$ cat config.mk
export PLATFORM = sky130hd
export DESIGN_NAME = fft_axil_frame_ctrl_flat
export DESIGN_NICKNAME = d
export VERILOG_FILES = /design/src/rtl/fft_axil_frame_ctrl_if.sv /design/src/rtl/fft_axil_frame_ctrl.sv /design/src/flat_wrapper.sv
export SDC_FILE = /design/constraint.sdc
export NUM_CORES = 1
export LEC_CHECK = 0
export ABC_AREA = 1
export BUFFER_PORTS_ARGS = -buffer_cell sky130_fd_sc_hd__buf_2
export CORE_MARGIN = 2
export CORE_UTILIZATION = 62
export DETAILED_ROUTE_END_ITERATION = 7
export PLACE_DENSITY = 0.79
export SETUP_SLACK_MARGIN = 0.4
export SLEW_MARGIN = 20
export SYNTH_ARGS = -nofsm -noshare
export SYNTH_HDL_FRONTEND = slang
export SYNTH_SLANG_ARGS = --single-unit
$ cat constraint.sdc
create_clock -name s_axi_aclk -period 3.46 [get_ports s_axi_aclk]
set_input_delay 0.346 -clock s_axi_aclk [delete_from_list [all_inputs] [get_ports s_axi_aclk]]
set_output_delay 0.346 -clock s_axi_aclk [all_outputs]
set_load 0.02 [all_outputs]
$ cat src/rtl/fft_axil_frame_ctrl_if.sv
// fft_axil_frame_ctrl_if: AXI4-Lite slave channel bundle for the FFT frame controller
interface fft_axil_frame_ctrl_if #(
    parameter int C_S_AXI_DATA_WIDTH = 32,
    parameter int C_S_AXI_ADDR_WIDTH = 7
);
    logic [C_S_AXI_ADDR_WIDTH-1:0]   awaddr;
    logic [2:0]                      awprot;
    logic                            awvalid;
    logic                            awready;
    logic [C_S_AXI_DATA_WIDTH-1:0]   wdata;
    logic [C_S_AXI_DATA_WIDTH/8-1:0] wstrb;
    logic                            wvalid;
    logic                            wready;
    logic [1:0]                      bresp;
    logic                            bvalid;
    logic                            bready;
    logic [C_S_AXI_ADDR_WIDTH-1:0]   araddr;
    logic [2:0]                      arprot;
    logic                            arvalid;
    logic                            arready;
    logic [C_S_AXI_DATA_WIDTH-1:0]   rdata;
    logic [1:0]                      rresp;
    logic                            rvalid;
    logic                            rready;
    modport slave (
        input  awaddr, awprot, awvalid, wdata, wstrb, wvalid, bready,
        input  araddr, arprot, arvalid, rready,
        output awready, wready, bresp, bvalid, arready, rdata, rresp, rvalid
    );
    modport master (
        output awaddr, awprot, awvalid, wdata, wstrb, wvalid, bready,
        output araddr, arprot, arvalid, rready,
        input  awready, wready, bresp, bvalid, arready, rdata, rresp, rvalid
    );
endinterface

$ cat src/rtl/fft_axil_frame_ctrl.sv
// fft_axil_frame_ctrl: AXI4-Lite register/buffer front end streaming one frame through the FFT core
module fft_axil_frame_ctrl #(
    parameter int WL                 = 16,
    parameter int N_PTS              = 16,
    parameter int C_S_AXI_DATA_WIDTH = 32,
    parameter int C_S_AXI_ADDR_WIDTH = 7
) (
    input  logic                 s_axi_aclk,
    input  logic                 s_axi_aresetn,
    fft_axil_frame_ctrl_if.slave s_axi,
    output logic                 fft_in_valid,
    input  logic                 fft_in_ready,
    output logic [2*WL-1:0]      fft_in_data,
    output logic                 fft_in_last,
    input  logic                 fft_out_valid,
    output logic                 fft_out_ready,
    input  logic [2*WL-1:0]      fft_out_data,
    input  logic                 fft_out_last,
    output logic                 irq
);
    localparam int DW = C_S_AXI_DATA_WIDTH;
    localparam int AW = C_S_AXI_ADDR_WIDTH;
    localparam int IW = $clog2(N_PTS);
    localparam int NB = DW / 8;
    localparam logic [IW-1:0] LAST = IW'(N_PTS - 1);
    typedef enum logic [1:0] {IDLE, SEND, RECV} state_t;
    state_t          state, state_nx;
    logic [IW-1:0]   idx_i, idx_j;
    logic            irq_en, done, err, busy;
    logic [DW-1:0]   scratch, rd_reg, rd_val;
    logic [2*WL-1:0] in_buf  [N_PTS];
    logic [2*WL-1:0] out_buf [N_PTS];
    logic            aw_go, ar_go, wr_en, rd_en, w_win, r_win;
    logic [1:0]      w_reg, r_reg;
    logic [IW-1:0]   w_k, r_k;
    logic            ctrl_wr, stat_wr, start_wr, abort_wr;
    logic            in_fire, out_fire, in_end, out_end, last_bad;
    logic            unused;
    assign unused   = ^{s_axi.awprot, s_axi.arprot, s_axi.awaddr, s_axi.araddr};
    assign aw_go    = s_axi.awvalid & s_axi.wvalid & !s_axi.bvalid & !s_axi.awready;
    assign ar_go    = s_axi.arvalid & !s_axi.rvalid & !s_axi.arready;
    assign wr_en    = s_axi.awready & s_axi.awvalid & s_axi.wvalid;
    assign rd_en    = s_axi.arready & s_axi.arvalid;
    assign w_win    = s_axi.awaddr[AW-1];
    assign r_win    = s_axi.araddr[AW-1];
    assign w_reg    = s_axi.awaddr[3:2];
    assign r_reg    = s_axi.araddr[3:2];
    assign w_k      = s_axi.awaddr[IW+1:2];
    assign r_k      = s_axi.araddr[IW+1:2];
    assign ctrl_wr  = wr_en & !w_win & (w_reg == 2'd0) & s_axi.wstrb[0];
    assign stat_wr  = wr_en & !w_win & (w_reg == 2'd1) & s_axi.wstrb[0];
    assign start_wr = ctrl_wr & s_axi.wdata[0];
    assign abort_wr = ctrl_wr & s_axi.wdata[2];
    assign in_fire  = fft_in_valid & fft_in_ready;
    assign out_fire = fft_out_valid & fft_out_ready;
    assign in_end   = in_fire & (idx_i == LAST);
    assign out_end  = out_fire & (idx_j == LAST);
    assign last_bad = out_fire & (fft_out_last != (idx_j == LAST));
    assign irq      = done & irq_en;
    always_comb begin
        state_nx      = abort_wr                      ? IDLE :
                        (state == IDLE && start_wr)   ? SEND :
                        (state == SEND && in_end)     ? RECV :
                        (state == RECV && out_end)    ? IDLE : state;
        busy          = state != IDLE;
        fft_in_valid  = state == SEND;
        fft_out_ready = state == RECV;
        fft_in_data   = in_buf[idx_i];
        fft_in_last   = fft_in_valid & (idx_i == LAST);
    end
    always_comb begin
        rd_reg = r_reg == 2'd0 ? {{(DW-2){1'b0}}, irq_en, 1'b0} :
                 r_reg == 2'd1 ? {{(DW-3){1'b0}}, err, done, busy} :
                 r_reg == 2'd2 ? DW'(N_PTS) : scratch;
        rd_val = !r_win ? rd_reg : (state == RECV) ? '0 : DW'(out_buf[r_k]);
    end
    always_ff @(posedge s_axi_aclk or negedge s_axi_aresetn) begin
        if (!s_axi_aresetn) begin
            s_axi.awready <= 1'b0;
            s_axi.wready  <= 1'b0;
            s_axi.bvalid  <= 1'b0;
            s_axi.bresp   <= 2'b00;
            s_axi.arready <= 1'b0;
            s_axi.rvalid  <= 1'b0;
            s_axi.rdata   <= '0;
            s_axi.rresp   <= 2'b00;
            state         <= IDLE;
            idx_i         <= '0;
            idx_j         <= '0;
            irq_en        <= 1'b0;
            done          <= 1'b0;
            err           <= 1'b0;
            scratch       <= '0;
        end else begin
            s_axi.awready <= aw_go;
            s_axi.wready  <= aw_go;
            s_axi.arready <= ar_go;
            if (wr_en) begin
                s_axi.bvalid <= 1'b1;
                s_axi.bresp  <= (w_win & busy) ? 2'b10 : 2'b00;
            end else if (s_axi.bready) s_axi.bvalid <= 1'b0;
            if (rd_en) begin
                s_axi.rvalid <= 1'b1;
                s_axi.rdata  <= rd_val;
                s_axi.rresp  <= (r_win & (state == RECV)) ? 2'b10 : 2'b00;
            end else if (s_axi.rready) s_axi.rvalid <= 1'b0;
            state <= state_nx;
            idx_i <= abort_wr ? '0 : in_fire ? idx_i + 1'b1 : idx_i;
            idx_j <= abort_wr ? '0 : out_fire ? idx_j + 1'b1 : idx_j;
            if (ctrl_wr) irq_en <= s_axi.wdata[1];
            // hardware set takes priority over a same-cycle W1C
            done <= (out_end & !abort_wr) | (done & !(stat_wr & s_axi.wdata[1]));
            err  <= last_bad | (err & !(stat_wr & s_axi.wdata[2]));
            for (int b = 0; b < NB; b++)
                if (wr_en && !w_win && w_reg == 2'd3 && s_axi.wstrb[b])
                    scratch[8*b+:8] <= s_axi.wdata[8*b+:8];
        end
    end
    always_ff @(posedge s_axi_aclk) begin
        for (int b = 0; b < NB; b++)
            if (wr_en && w_win && !busy && s_axi.wstrb[b])
                in_buf[w_k][8*b+:8] <= s_axi.wdata[8*b+:8];
        if (out_fire) out_buf[idx_j] <= fft_out_data;
    end
endmodule

$ cat src/flat_wrapper.sv
// flat-port wrapper written by rule: the top's interface ports become plain ports
module fft_axil_frame_ctrl_flat 
#(
    parameter int WL                 = 16,
    parameter int N_PTS              = 16,
    parameter int C_S_AXI_DATA_WIDTH = 32,
    parameter int C_S_AXI_ADDR_WIDTH = 7
)
  (s_axi_aclk, s_axi_aresetn, fft_in_valid, fft_in_ready, fft_in_data, fft_in_last, fft_out_valid, fft_out_ready, fft_out_data, fft_out_last, irq, s_axi_awaddr, s_axi_awprot, s_axi_awvalid, s_axi_wdata, s_axi_wstrb, s_axi_wvalid, s_axi_bready, s_axi_araddr, s_axi_arprot, s_axi_arvalid, s_axi_rready, s_axi_awready, s_axi_wready, s_axi_bresp, s_axi_bvalid, s_axi_arready, s_axi_rdata, s_axi_rresp, s_axi_rvalid);
  fft_axil_frame_ctrl_if #(.C_S_AXI_DATA_WIDTH(C_S_AXI_DATA_WIDTH), .C_S_AXI_ADDR_WIDTH(C_S_AXI_ADDR_WIDTH)) s_axi_i ();
  input  logic s_axi_aclk;
  input  logic s_axi_aresetn;
  output logic fft_in_valid;
  input  logic fft_in_ready;
  output logic [2*WL-1:0] fft_in_data;
  output logic fft_in_last;
  input  logic fft_out_valid;
  output logic fft_out_ready;
  input  logic [2*WL-1:0] fft_out_data;
  input  logic fft_out_last;
  output logic irq;
  input wire logic [$bits(s_axi_i.awaddr)-1:0] s_axi_awaddr;
  input wire logic [$bits(s_axi_i.awprot)-1:0] s_axi_awprot;
  input wire logic [$bits(s_axi_i.awvalid)-1:0] s_axi_awvalid;
  input wire logic [$bits(s_axi_i.wdata)-1:0] s_axi_wdata;
  input wire logic [$bits(s_axi_i.wstrb)-1:0] s_axi_wstrb;
  input wire logic [$bits(s_axi_i.wvalid)-1:0] s_axi_wvalid;
  input wire logic [$bits(s_axi_i.bready)-1:0] s_axi_bready;
  input wire logic [$bits(s_axi_i.araddr)-1:0] s_axi_araddr;
  input wire logic [$bits(s_axi_i.arprot)-1:0] s_axi_arprot;
  input wire logic [$bits(s_axi_i.arvalid)-1:0] s_axi_arvalid;
  input wire logic [$bits(s_axi_i.rready)-1:0] s_axi_rready;
  output wire logic [$bits(s_axi_i.awready)-1:0] s_axi_awready;
  output wire logic [$bits(s_axi_i.wready)-1:0] s_axi_wready;
  output wire logic [$bits(s_axi_i.bresp)-1:0] s_axi_bresp;
  output wire logic [$bits(s_axi_i.bvalid)-1:0] s_axi_bvalid;
  output wire logic [$bits(s_axi_i.arready)-1:0] s_axi_arready;
  output wire logic [$bits(s_axi_i.rdata)-1:0] s_axi_rdata;
  output wire logic [$bits(s_axi_i.rresp)-1:0] s_axi_rresp;
  output wire logic [$bits(s_axi_i.rvalid)-1:0] s_axi_rvalid;
  assign s_axi_i.awaddr = s_axi_awaddr;
  assign s_axi_i.awprot = s_axi_awprot;
  assign s_axi_i.awvalid = s_axi_awvalid;
  assign s_axi_i.wdata = s_axi_wdata;
  assign s_axi_i.wstrb = s_axi_wstrb;
  assign s_axi_i.wvalid = s_axi_wvalid;
  assign s_axi_i.bready = s_axi_bready;
  assign s_axi_i.araddr = s_axi_araddr;
  assign s_axi_i.arprot = s_axi_arprot;
  assign s_axi_i.arvalid = s_axi_arvalid;
  assign s_axi_i.rready = s_axi_rready;
  assign s_axi_awready = s_axi_i.awready;
  assign s_axi_wready = s_axi_i.wready;
  assign s_axi_bresp = s_axi_i.bresp;
  assign s_axi_bvalid = s_axi_i.bvalid;
  assign s_axi_arready = s_axi_i.arready;
  assign s_axi_rdata = s_axi_i.rdata;
  assign s_axi_rresp = s_axi_i.rresp;
  assign s_axi_rvalid = s_axi_i.rvalid;
  fft_axil_frame_ctrl #(.WL(WL), .N_PTS(N_PTS), .C_S_AXI_DATA_WIDTH(C_S_AXI_DATA_WIDTH), .C_S_AXI_ADDR_WIDTH(C_S_AXI_ADDR_WIDTH)) u_core (.s_axi_aclk(s_axi_aclk), .s_axi_aresetn(s_axi_aresetn), .s_axi(s_axi_i), .fft_in_valid(fft_in_valid), .fft_in_ready(fft_in_ready), .fft_in_data(fft_in_data), .fft_in_last(fft_in_last), .fft_out_valid(fft_out_valid), .fft_out_ready(fft_out_ready), .fft_out_data(fft_out_data), .fft_out_last(fft_out_last), .irq(irq));
endmodule
==> results.cfg <==
[outcome]
status = finished clean

[global_routing]
gr-total-overflow = 0
grt_usage = 0.295
antenna_found_initial = 15
grt_max_degree = 192
grt_pass1_wl_mm = 168
grt_pass1_vias = 29300

[synth]
yosysTopAreaCellShare = 0.679
synth_area_leaders = edfxtp_1 68%, nand2_1 7.0%, dfrtp_1 4.6%
synth-compound-area-share = 0.0705
yosysTopAreaCell = edfxtp_1
synth-seq-cells = 1107
netlist_area_um2 = 45300
synth-simple-area-share = 0.143
synth_xor_area_frac = 0.000968
synth_warnings = 0
avgSynthCellArea_um2 = 11.9
synth_top_family_by_area = simple AND/OR/NAND/NOR gates
async_flop_share = 0.0750
synth_seq_area_share = 0.725
synthFlopType = edfxtp_1
synth_fa_ha_area_frac = 0.00138
synthMuxAreaShare = 0.00697
synth_edf_count = 1024
synthDistinctLibCells = 33
syn_inst = 3805

[sta]
fin_crit_ns = 3.01
slew_headroom = 0.283
fin_ws_ns = 0.447
grt_setup_unrepaired = yes
worst_slew_pin_slew_ns = 1.08
hold_violations = 0
maxSlewViolCount = 0
fin_crit_sh = 0.871
skew_ns = 0.0203
max_freq_ghz = 0.332
finalSetupViolCount = 0
tns_ns = 0

[detailed_routing]
drc_errors = 0
dr_total_vias = 30300
drt_iter0_drc = 3908
viasPerCell = 6.05
wire_per_inst_um = 22.6
wl_mm = 113
drtPass1Iterations = 6
ant_nets = 0

[power_and_ir_drop]
p_leak_nw = 19.2
powerDensity_nw_per_um2 = 679
ir_drop_v = 0.000627

[worst_setup_path]
cp.arrival_ns = 2.67
crit_chain = buf_16 > o21ai_0 > o221ai_1 > o211ai_1 > nand2_1 > buf_2
critPathKind = flop to primary output
slowest_delay_ns = 0.57
end_kind = primary output
slowest_stage = dfrtp_4
cp-start-kind = flop
worstPathRequired_ns = 3.11
crit_fanout = 96
reg2regPathDepth = 5

[placement]
place_congestion = 0.829
hpwl_mm = 61.8
portBuffers = 162
dp_slack_ns = 0.616

[floorplan]
die_w_um = 274
coreArea_um2 = 72600
rows = 99
fp.dieArea_um2 = 75200
die_y_um = 274
initial_utilization = 0.623
ios = 175

[cells_and_area]
final_common_cell = edfxtp_1
num-fill-cells = 4704
layout_common_cells = 1024 x edfxtp_1, 839 x nand2_1, 369 x nor2_1
drive_gt1_frac = 0.120
fin_nets = 4048
multiInputGateArea_um2 = 10200
areaGrowthSynthToFinish_pct = 12.7
seqCellArea_um2 = 32800

[cts]
cts_tree = done
numCtsBuffers = 105
cts-root-buf = clkbuf_16
cts.sinks = 1107
htreeDepth = 3
cts.reportedPaths.clkPinSlew_ns = 0.07
insertion_delay_ns = 0.67
clockBufferDepth = 3

[hold_path]
min_path_cells = 1
hp-class = primary input to flop

[flow_run]
maxCapViolations = 0
critical path, delay by kind of cell (launching register included):
kind / cells / cell delay, ns
buf+inv: 2 / 0.56
flops: 1 / 0.57
compound gates: 3 / 0.59
simple gates: 1 / 0.21
worst paths after layout:
path / start / end / slack, ns
max in group asynchronous: s_axi_aresetn / u_core.s_axi.rdata[21]$_DFFE_PN0P_ / 2.30
min in group asynchronous: s_axi_aresetn / u_core.s_axi.awready$_DFF_PN0_ / 0.33
setup / recovery: u_core.idx_i[0]$_DFFE_PN0P_ / fft_in_data[19] / 0.45
hold / removal: fft_out_data[30] / u_core.out_buf[14][30]$_DFFE_PP_ / 0.05
setup reg to reg: u_core.state[0]$_DFFE_PN0P_ / u_core.in_buf[12][19]$_DFFE_PP_ / 0.59
hold reg to reg: u_core.s_axi.arready$_DFF_PN0_ / u_core.s_axi.arready$_DFF_PN0_ / 0.46
stage by stage:
stage | instance area, µm² | power (W) | util | hold slack [ns] | instances
5_1_grt | 51000 | 0.0358 | 0.702 | 0.0522 | 5003
6_report | 51000 | 0.0346 | 0.702 | 0.0518 | 5006
3_5_place_dp | 47100 | 0.0226 | 0.649 | 0.446 | 4784
3_3_place_gp | 47100 | 0.0224 | 0.649 | 0.430 | 4784
2_1_floorplan | 45300 | 0.0202 | - | 0.0504 | 3806
4_1_cts | 50800 | 0.0344 | 0.700 | 0.0285 | 4991
repair_timing:
item	CTS	global route
hold endpoints to repair	72	0
resized for setup	5	10
hold buffers	8	0
endpoints found under the setup margin	22	31
gates cloned	1	3
pin swaps	0	0
setup buffers	0	1
flip-flops by register name, summed over array words and instances, names as in the netlist:
register,cells
u_core.done,1
u_core.err,1
u_core.idx_i,4
u_core.idx_j,4
u_core.in_buf,512
u_core.irq_en,1
u_core.out_buf,512
u_core.s_axi.arready,1
u_core.s_axi.awready,1
u_core.s_axi.bresp,1
u_core.s_axi.bvalid,1
u_core.s_axi.rdata,32
u_core.s_axi.rresp,1
u_core.s_axi.rvalid,1
u_core.scratch,32
u_core.state,2
cell usage after synthesis (3+ instances only):
master    count
ha_1          5
a21oi_1      65
inv_2         3
o211ai_1     40
mux2_2       28
inv_1       289
clkbuf_1     79
nand2_2       3
o22ai_1      41
xor2_1        5
edfxtp_1   1024
nor2_1      388
buf_6        14
buf_2        98
buf_1         7
clkbuf_2      3
o221ai_1     88
a31oi_1      28
clkinv_1      3
o21ai_1      63
o21ai_0     209
nand2_1     839
dfrtp_1      83
buf_4        31
nor3_1        3
nand3_1     356
where the power goes:
| part | leakage [nW] | total (W) | switching (W) | internal (W) |
|---|---|---|---|---|
| combinational | 7.21 | 0.00741 | 0.00525 | 0.00216 |
| clock | 1.76 | 0.0118 | 0.00490 | 0.00694 |
| sequential | 10.2 | 0.0154 | 0.000278 | 0.0151 |
layout make-up:
type	instances	area share
sequential	1107	0.644
multi-input combinational	2170	0.201
clock buffer	144	0.0583
timing repair buffer	264	0.0377
tap	959	0.0235
inverter	297	0.0227
clock inverter	54	0.0123
antenna	11	0.000540
per-layer routing:
layer  vias to the layer above  global-route usage  part of all wire
li1                      13600                   -                 -
met1                     14600               0.384              0.36
met2                      1787               0.490              0.49
met3                       299              0.0518              0.10
met4                        10               0.134             0.043
met5                         -                   0           0.00054
cells by family (layout without fill, tap and decap cells):
family,after synthesis,after routing
buf+inv,529,759
compound gates,534,534
fa+ha+maj,5,5
other cells,1,13
mux,28,28
simple gates,1596,1596
flops,1107,1107
xor+xnor,5,5
Note: power is estimated with default switching activity, not from simulation.
